`src/rtl/mdc_stage_ctrl.sv`:
```
// Sequencing controller for one radix-2 MDC FFT stage: counts two-lane beats and
// drives delay-line shift, commutator select, butterfly mode, twiddle address and drain.
module mdc_stage_ctrl #(
  parameter  int N     = 32,
  parameter  int DELAY = 8,
  localparam int CNT_W = $clog2(N/2)
) (
  input  logic             clk,
  input  logic             rst_n,
  input  logic             in_valid,
  input  logic             flush,
  input  logic             bypass_cfg,
  output logic             shift_en,
  output logic             comm_sel,
  output logic             butter_mode,
  output logic [CNT_W-2:0] tw_addr,
  output logic             tw_en,
  output logic             out_valid,
  output logic             frame_done,
  output logic             busy,
  output logic             err
);

  localparam int LD = $clog2(DELAY);
  localparam int SH = $clog2(N/(4*DELAY));
  localparam int FW = $clog2(DELAY+1);

  typedef enum logic [1:0] {IDLE, FILL, RUN, FLUSH} state_t;

  state_t           state;
  logic [CNT_W-1:0] in_cnt, out_cnt;
  logic [FW-1:0]    fill_cnt, flush_cnt, drain_tgt;
  logic             flush_q;
  logic             shift_beat, out_beat;
  logic [CNT_W-2:0] tw_nxt;

  // In FLUSH every cycle up to the drain target is a beat; input is ignored there.
  always_comb begin
    shift_beat = (state == FLUSH) ? (flush_cnt < drain_tgt) : in_valid;
    out_beat   = shift_beat && (fill_cnt == FW'(DELAY));
    tw_nxt     = (CNT_W-1)'((int'(out_cnt) & (DELAY-1)) << SH);
  end

  assign busy = (state != IDLE);

  always_ff @(posedge clk or negedge rst_n) begin
    if (!rst_n) begin
      state       <= IDLE;
      in_cnt      <= '0;
      out_cnt     <= '0;
      fill_cnt    <= '0;
      flush_cnt   <= '0;
      drain_tgt   <= '0;
      flush_q     <= 1'b0;
      shift_en    <= 1'b0;
      comm_sel    <= 1'b0;
      butter_mode <= 1'b0;
      tw_addr     <= '0;
      tw_en       <= 1'b0;
      out_valid   <= 1'b0;
      frame_done  <= 1'b0;
      err         <= 1'b0;
    end else begin
      flush_q    <= flush;
      shift_en   <= shift_beat;
      comm_sel   <= shift_beat & in_cnt[LD];
      out_valid  <= out_beat;
      tw_en      <= out_beat & out_cnt[LD];
      frame_done <= out_beat && (out_cnt == CNT_W'(N/2-1));
      if (shift_beat) tw_addr <= tw_nxt;

      // Mode only changes on a frame boundary so a frame is never split.
      if ((shift_beat && in_cnt == '0) || state == IDLE) butter_mode <= bypass_cfg;

      if (state == FLUSH && (in_valid || (flush_q && !flush))) err <= 1'b1;

      if (shift_beat) begin
        in_cnt <= in_cnt + 1'b1;
        if (fill_cnt != FW'(DELAY)) fill_cnt <= fill_cnt + 1'b1;
      end
      if (out_beat) out_cnt <= out_cnt + 1'b1;

      case (state)
        IDLE:
          if (in_valid) state <= (DELAY == 1) ? RUN : FILL;
        FILL:
          if (in_valid) begin
            if (fill_cnt == FW'(DELAY-1)) state <= RUN;
          end else if (flush) begin
            state     <= FLUSH;
            drain_tgt <= fill_cnt;
            flush_cnt <= '0;
          end
        RUN:
          if (!in_valid && flush) begin
            state     <= FLUSH;
            drain_tgt <= FW'(DELAY);
            flush_cnt <= '0;
          end
        FLUSH: begin
          flush_cnt <= flush_cnt + 1'b1;
          if (flush_cnt == drain_tgt - 1'b1) begin
            state    <= IDLE;
            in_cnt   <= '0;
            out_cnt  <= '0;
            fill_cnt <= '0;
          end
        end
        default: state <= IDLE;
      endcase
    end
  end

endmodule
```
`config.mk`:
```
export PLATFORM = sky130hd
export DESIGN_NAME = mdc_stage_ctrl
export DESIGN_NICKNAME = d
export VERILOG_FILES = /design/src/rtl/mdc_stage_ctrl.sv
export SDC_FILE = /design/constraint.sdc
export NUM_CORES = 1
export LEC_CHECK = 0
export ABC_AREA = 0
export BUFFER_PORTS_ARGS = -buffer_cell sky130_fd_sc_hd__buf_2
export CAP_MARGIN = 20
export CORE_MARGIN = 5
export CORE_UTILIZATION = 45
export DETAILED_ROUTE_END_ITERATION = 6
export PLACE_DENSITY_LB_ADDON = 0.1
export SLEW_MARGIN = 20
export SYNTH_ARGS = -nofsm -noshare
export SYNTH_HDL_FRONTEND = slang
export SYNTH_SLANG_ARGS = --single-unit
```
`constraint.sdc`:
```
create_clock -name clk -period 3.15 [get_ports clk]
set_input_delay 0.315 -clock clk [delete_from_list [all_inputs] [get_ports clk]]
set_output_delay 0.315 -clock clk [all_outputs]
set_load 0.05 [all_outputs]
```
## Word-level counts from Yosys, hierarchy flattened

Index checks and enable logic that the tools add are counted.

| word-level totals | value |
|---|---|
| register bits after elaboration | 33 |
| input port bits | 5 |
| output and inout port bits | 11 |
| logic and storage cells | 82 |

| operators by class | value |
|---|---|
| add/subtract/negate cells | 5 |
| bitwise operators | 2 |
| reductions and logical operators | 18 |
| mux-type cells | 26 |
| magnitude comparators | 1 |
| equality and inequality tests | 15 |

Operator list:

| kind | number |
|---|---|
| $mux 4 | 16 |
| $add 4x1->4 const B | 4 |
| $mux 2 | 6 |
| $pmux 4 s3 | 1 |
| $eq 4x4->1 const B | 2 |
| $ne 2x2->1 const B | 4 |
| $pmux 2 s4 | 1 |
| $pmux 4 s2 | 1 |
| $reduce_and 4->1 | 2 |
| $logic_and 1x1->1 | 6 |
| $ne 3x3->1 const B | 2 |
| $reduce_and 5->1 | 1 |
| $eq 2x2->1 const B | 2 |
| $eq 4x3->1 const B | 1 |
| $eq 4x4->1 | 1 |
| $logic_not 4->1 | 1 |
| $lt 4x4->1 | 1 |
| $ne 4x4->1 const B | 1 |
| $reduce_bool 2->1 | 2 |
| $sub 4x1->4 const B | 1 |
| $reduce_bool 3->1 | 1 |
| $and 1x1->1 | 2 |
| $eq 2x1->1 const B | 1 |
| $logic_not 1->1 | 2 |
| 4 further kinds | 5 |

## Depth between registers and ports, before layout

| logic depth | value |
|---|---|
| depth in word-level cells | 6 |
| depth in mapped cells | 8 |
| depth with buffers taken out | 8 |

## Worst setup path after synthesis

Ideal clock, no wire load.

| timing | value |
|---|---|
| path type | register to register |
| start point | reg flush_cnt[1] |
| end point | reg butter_mode |
| arrival | 1909 ps |
| path buffers | 0 |
| data required time | 3025 ps |
| setup slack | 1116 ps |
| clock period less this slack | 2034 ps |
| stages on the path, launching flop included | 8 |
| setup time | 125 ps |
| cell sequence | dfrtp_1 -> ha_1 -> nor2b_1 -> o211ai_1 -> a31oi_1 -> clkinv_1 -> a31oi_1 -> mux2_2 |

| between the ends | value |
|---|---|
| word-level cells in the longest chain between the ends | 4 |

Ends and longest elaborated chain:

| what | line | source |
|---|---|---|
| from (decl) | 32 | `logic [FW-1:0] fill_cnt, flush_cnt, drain_tgt;` |
| from (signal assigned) | 101 | `flush_cnt <= flush_cnt + 1'b1;` |
| $lt 4x4->1 | 39 | `shift_beat = (state == FLUSH) ? (flush_cnt < drain_tgt) : in_valid;` |
| $mux 1 | 39 |  |
| named net shift_beat | 34 | `logic shift_beat, out_beat;` |
| $logic_and 1x1->1 | 73 | `if ((shift_beat && in_cnt == '0) \|\| state == IDLE) butter_mode <= bypass_cfg;` |
| $logic_or 1x1->1 | 73 |  |
| to (signal assigned) | 73 |  |
| to (decl) | 15 | `output logic butter_mode,` |

The timed path passes the listed nets, and every way through them passes these cells.
A chain may end at the register's enable or synchronous reset.

## Final worst setup path

| timing | value |
|---|---|
| start point | reg drain_tgt[0] |
| end point | reg in_cnt[0] |

| between the ends | value |
|---|---|
| word-level cells in the longest chain between the ends | 5 |
| elaborated cells on any way between the ends | 7 |
| those cells by class | add/sub (1); order compare (1); eq/ne (1); mux (4) |

Ends and longest elaborated chain:

| what | line | source |
|---|---|---|
| from (decl) | 32 |  |
| from (signal assigned) | 91 | `drain_tgt <= fill_cnt;` |
| from (signal assigned) | 97 | `drain_tgt <= FW'(DELAY);` |
| $lt 4x4->1 | 39 |  |
| $mux 1 | 39 |  |
| $mux 4 | 77 | `if (shift_beat) begin` |
| $mux 4 | 102 | `if (flush_cnt == drain_tgt - 1'b1) begin` |
| $mux 4 * | 83 | `case (state)` |
| to (signal assigned) | 78 | `in_cnt <= in_cnt + 1'b1;` |
| to (decl) | 31 | `logic [CNT_W-1:0] in_cnt, out_cnt;` |

Mark *: on every way between the ends. The rest lies on a longest branch, timed or not.

==> results.md <==
Status:
- The flow ran to the end, and the final reports show no timing, DRC or antenna violations.

Floorplan:
- In this run the horizontal extent of the chip is 72.3 µm.
- Row generation in the floorplan step produced 22 rows.
- The total I/O pin count is 16.
- The die footprint is 0.00523 mm².
- For this configuration, the core starts out at a cell density of 47.0%.
- The area of the core is 0.00372 mm².
- The die height is 72.3 µm.

Worst setup path:
- The critical path is of the flip-flop to flip-flop type.
- STA classifies the critical path endpoint as a flip-flop.
- The peak fanout along the critical path is 12.
- The endpoint of the worst register-to-register path is in_cnt[0].
- The end point of the critical path is in_cnt[0].
- Counting cells, the worst reg-to-reg path comes to 7.
- The type of element launching the critical path is a flip-flop.
- The source of the critical timing path is drain_tgt[0].
- STA puts the critical path data arrival time at 2560 ps.
- The flop-to-flop setup slack is 730 ps.
- The startpoint of the worst-slack reg-to-reg timing path is drain_tgt[0].
- The data required time at the worst endpoint is 3290 ps.

Yosys:
- For this run, the number of Yosys warnings is 0.
- The dominant synthesized flop cell is dfrtp_1.
- Synthesis produced a netlist with a net count of 193.
- For this run, the register share of the synthesized area comes to 47.3%.
- The synthesized design contains 0 enable-type register cells.
- The fraction of post-synthesis cell area in the top cell type by area is 47.3%.
- The mapped netlist covers 0.00175 mm².
- The count of distinct cell types in the synthesized netlist is 35.
- The flip-flop and latch count after synthesis is 33.
- Counting flops with an async set or reset pin after synthesis yields a share of 100%.
- Synthesis produced 172 cells.
- The average footprint of a synthesized cell is 10.2 µm².
- The synthesized design spends more area on one cell type than any other, namely dfrtp_1.
- By area the synthesized netlist is led by dfrtp_1, ha_1, inv_1, o21ai_0, a21oi_1.

Routing:
- The detailed router finished its first iteration with 53 violations.
- After detailed routing, the average wire length per cell comes to 14.4 µm.
- The count of nets left with antenna violations once routing finished came out at 0.
- The total length of routed wires is 3470 µm.
- Summing over every cut layer, the via total after detailed routing is 1297.
- In the routed layout, each cell is associated on average with a via count of 5.38.
- The remaining design rule violation count is 0.
- Before antenna repair, the detailed router went through 4 iterations.

Pwr:
- The power share of the combinational group is 50.7%.
- The maximum resistive drop on vdd is 0.000531 V.
- The share of total power dissipated in the clock network is 14.5%.
- Summing internal, switching and leakage power gives 2150 µW.
- The analysis attributes to cell leakage a power of 0.000924 µW.
- The relative contribution of sequential cells to total power is 34.8%.
- The power density over the cells is 1090 mW/mm².
- Internal power comes to 1180 µW.
- Net switching is 45.1% of the power.
- For this design the total switching power over the nets is 968 µW.

Finish:
- The net count reported at finish is 213.
- The share of final-layout standard cells stronger than drive strength 1 is 18.1%.
- The post-layout instance count excluding filler cells is 241.
- The total non-filler cell area in the finished layout is 0.00196 mm².
- The number of antenna diodes in the final layout is 0.
- Relative to the synthesized area, the layout overhead comes to 12.4%.
- The fill cell instance count of the final layout is 352.

Clock network:
- The number of buffers inserted for hold repair after clock tree synthesis is 0.
- The tree built by TritonCTS fans out to 33 sinks.
- The root buffer cell chosen for the clock tree is clkbuf_8.
- The count of H-tree levels built during CTS is 2.
- Counting the buffers created by CTS gives 5.
- The maximum number of buffers from clock root to sink is 2.
- TritonCTS built the clock tree.
- The number of instances resized during post-cts repair is 0.
- The post-CTS setup buffer count is 0.
- Clock-pin slew was measured on the worst setup and hold paths at 70 ps.
- For the worst-skew pair, the clock arrives at the later sink with an insertion delay of 280 ps.

Global routing:
- The number of global-route vias before repair was 1302.
- The first global-routing pass estimated 5950 µm of wire.
- For this run the aggregate overflow at the end of global routing stands at 0.
- The pin count of the biggest net entering global routing is 34.
- The number of antenna violations at the first check in global routing was 0.
- The all-layer global routing usage is 14.6%.

Timing:
- The transition time at the pin with the least slew margin is 839 ps.
- On the final layout, the worst clock skew is 2.89 ps.
- The worst max-slew margin expressed relative to the limit is 43.9%.
- Setup violations remaining at the end of the flow were counted as 0.
- Adding up every negative setup slack in the final design gives 0 ps.
- The final number of max-transition violations is 0.
- For this run, the top clock speed supported by timing is 414 MHz.
- Setup repair after global routing left no endpoint under its margin.
- The part of the cycle the worst path needs is 76.7%.
- The final number of hold-violating endpoints is 0.
- The final period demand of the worst path is 2420 ps.
- The minimum setup slack in the final design is 732 ps.

Placement:
- Timing analysis after detailed placement gives a worst setup slack of 747 ps.
- Once placement completed, the tool counted placed cells totaling 233.
- The count of buffers inserted at the top-level ports is 15.
- Routability-driven placement finished with a final weighted congestion of 0.808.
- The HPWL after detailed placement is 2480 µm.
- The total cell area at the placement stage is 0.00188 mm².

Run:
- The max-capacitance violation count is 0.

Hold path:
- The path type of the worst min-delay path is input pin to asynchronous set/reset pin.
power by group through the flow:
stage | Sequential, µW | Combinational, µW | Clock, µW
after floorplan | 866 | 712 | 0
after global placement | 740 | 1060 | 0
after detailed placement | 750 | 1090 | 0
after CTS | 746 | 1100 | 324
after global routing | 775 | 1210 | 346
final | 747 | 1090 | 311
critical path, stage by stage, from the launching register on:
cell and delay (ps):
dfrtp_1 410, inv_1 60, ha_1 210, xnor2_1 210, xnor2_1 90, or4_4 500
nor2_1 660, nor2_1 120
layout make-up:
| class | instances | area (µm²) | share of cell area (%) |
|---|---|---|---|
| tap | 48 | 60.1 | 3.06 |
| timing repair buffer | 16 | 82.6 | 4.21 |
| multi-input combinational | 116 | 833 | 42.4 |
| sequential | 33 | 826 | 42.1 |
| inverter | 20 | 75.1 | 3.82 |
| clock inverter | 3 | 17.5 | 0.892 |
| clock buffer | 5 | 68.8 | 3.51 |
how the worst min path moves through the flow:
stage / startpoint / endpoint / depth (start not counted)
2_1_floorplan: rst_n / butter_mode / 0
6_report: rst_n / err / 1
3_5_place_dp: rst_n / flush_cnt[3] / 1
4_1_cts: rst_n / err / 1
5_1_grt: flush / flush_q / 1
3_3_place_gp: rst_n / flush_cnt[3] / 1
cell usage in the layout, fill, tap and decap left out, types with 3 or more instances in the layout:
master,n
inv_1,19
mux2_2,4
ha_1,16
o21ai_0,14
o22a_2,3
dfrtp_1,33
nand2_1,8
buf_2,15
nand3_1,8
xnor2_1,6
and3_1,3
or3_1,5
a21oi_1,12
nor2_1,10
clkbuf_8,5
metrics by stage:
step / hold WS [ps] / util (%)
after global routing: 143 / 52.8
after global placement: 416 / 50.5
after CTS: 109 / 52.8
final: 91.3 / 52.8
after detailed placement: 430 / 50.5
after floorplan: 19.4 / -
state kept, by name, indices dropped and copies added, names as in the netlist, 2 cells and up:
name	flops
flush_cnt	4
out_cnt	4
fill_cnt	4
in_cnt	4
tw_addr	3
drain_tgt	4
state	2
routing by layer:
metal / global-route usage [%] / part of all wire [%] / vias to the layer above
li1: - / - / 638
met1: 18.4 / 47 / 638
met2: 23.7 / 49 / 19
met3: 4.43 / 3.5 / 2
met4: 5.22 / 0.37 / 0
met5: 0 / 0 / -
synthesized netlist by cell type (all sizes together) (3+ instances only):
cell	count
nand2	8
dfrtp	33
ha	16
nor2	10
nor3	3
a21oi	12
mux2	5
inv	19
o22a	4
xnor2	6
o21ai	14
and3	3
nand3	8
or3	5
logic make-up (layout without fill, tap and decap cells):
family                   count (synthesis)  in the layout  synth area share (%)
AO/OA/AOI/OAI                           45             45                  16.3
XOR/XNOR                                 6              6                  3.01
adder cells (fa/ha/maj)                 16             16                  11.5
buffers and inverters                   23             44                  5.01
flip-flops                              33             33                  47.3
multiplexers                             7              7                  4.58
AND/OR/NAND/NOR                         42             42                  12.3
No activity file was read; power rests on OpenSTA's default activity.
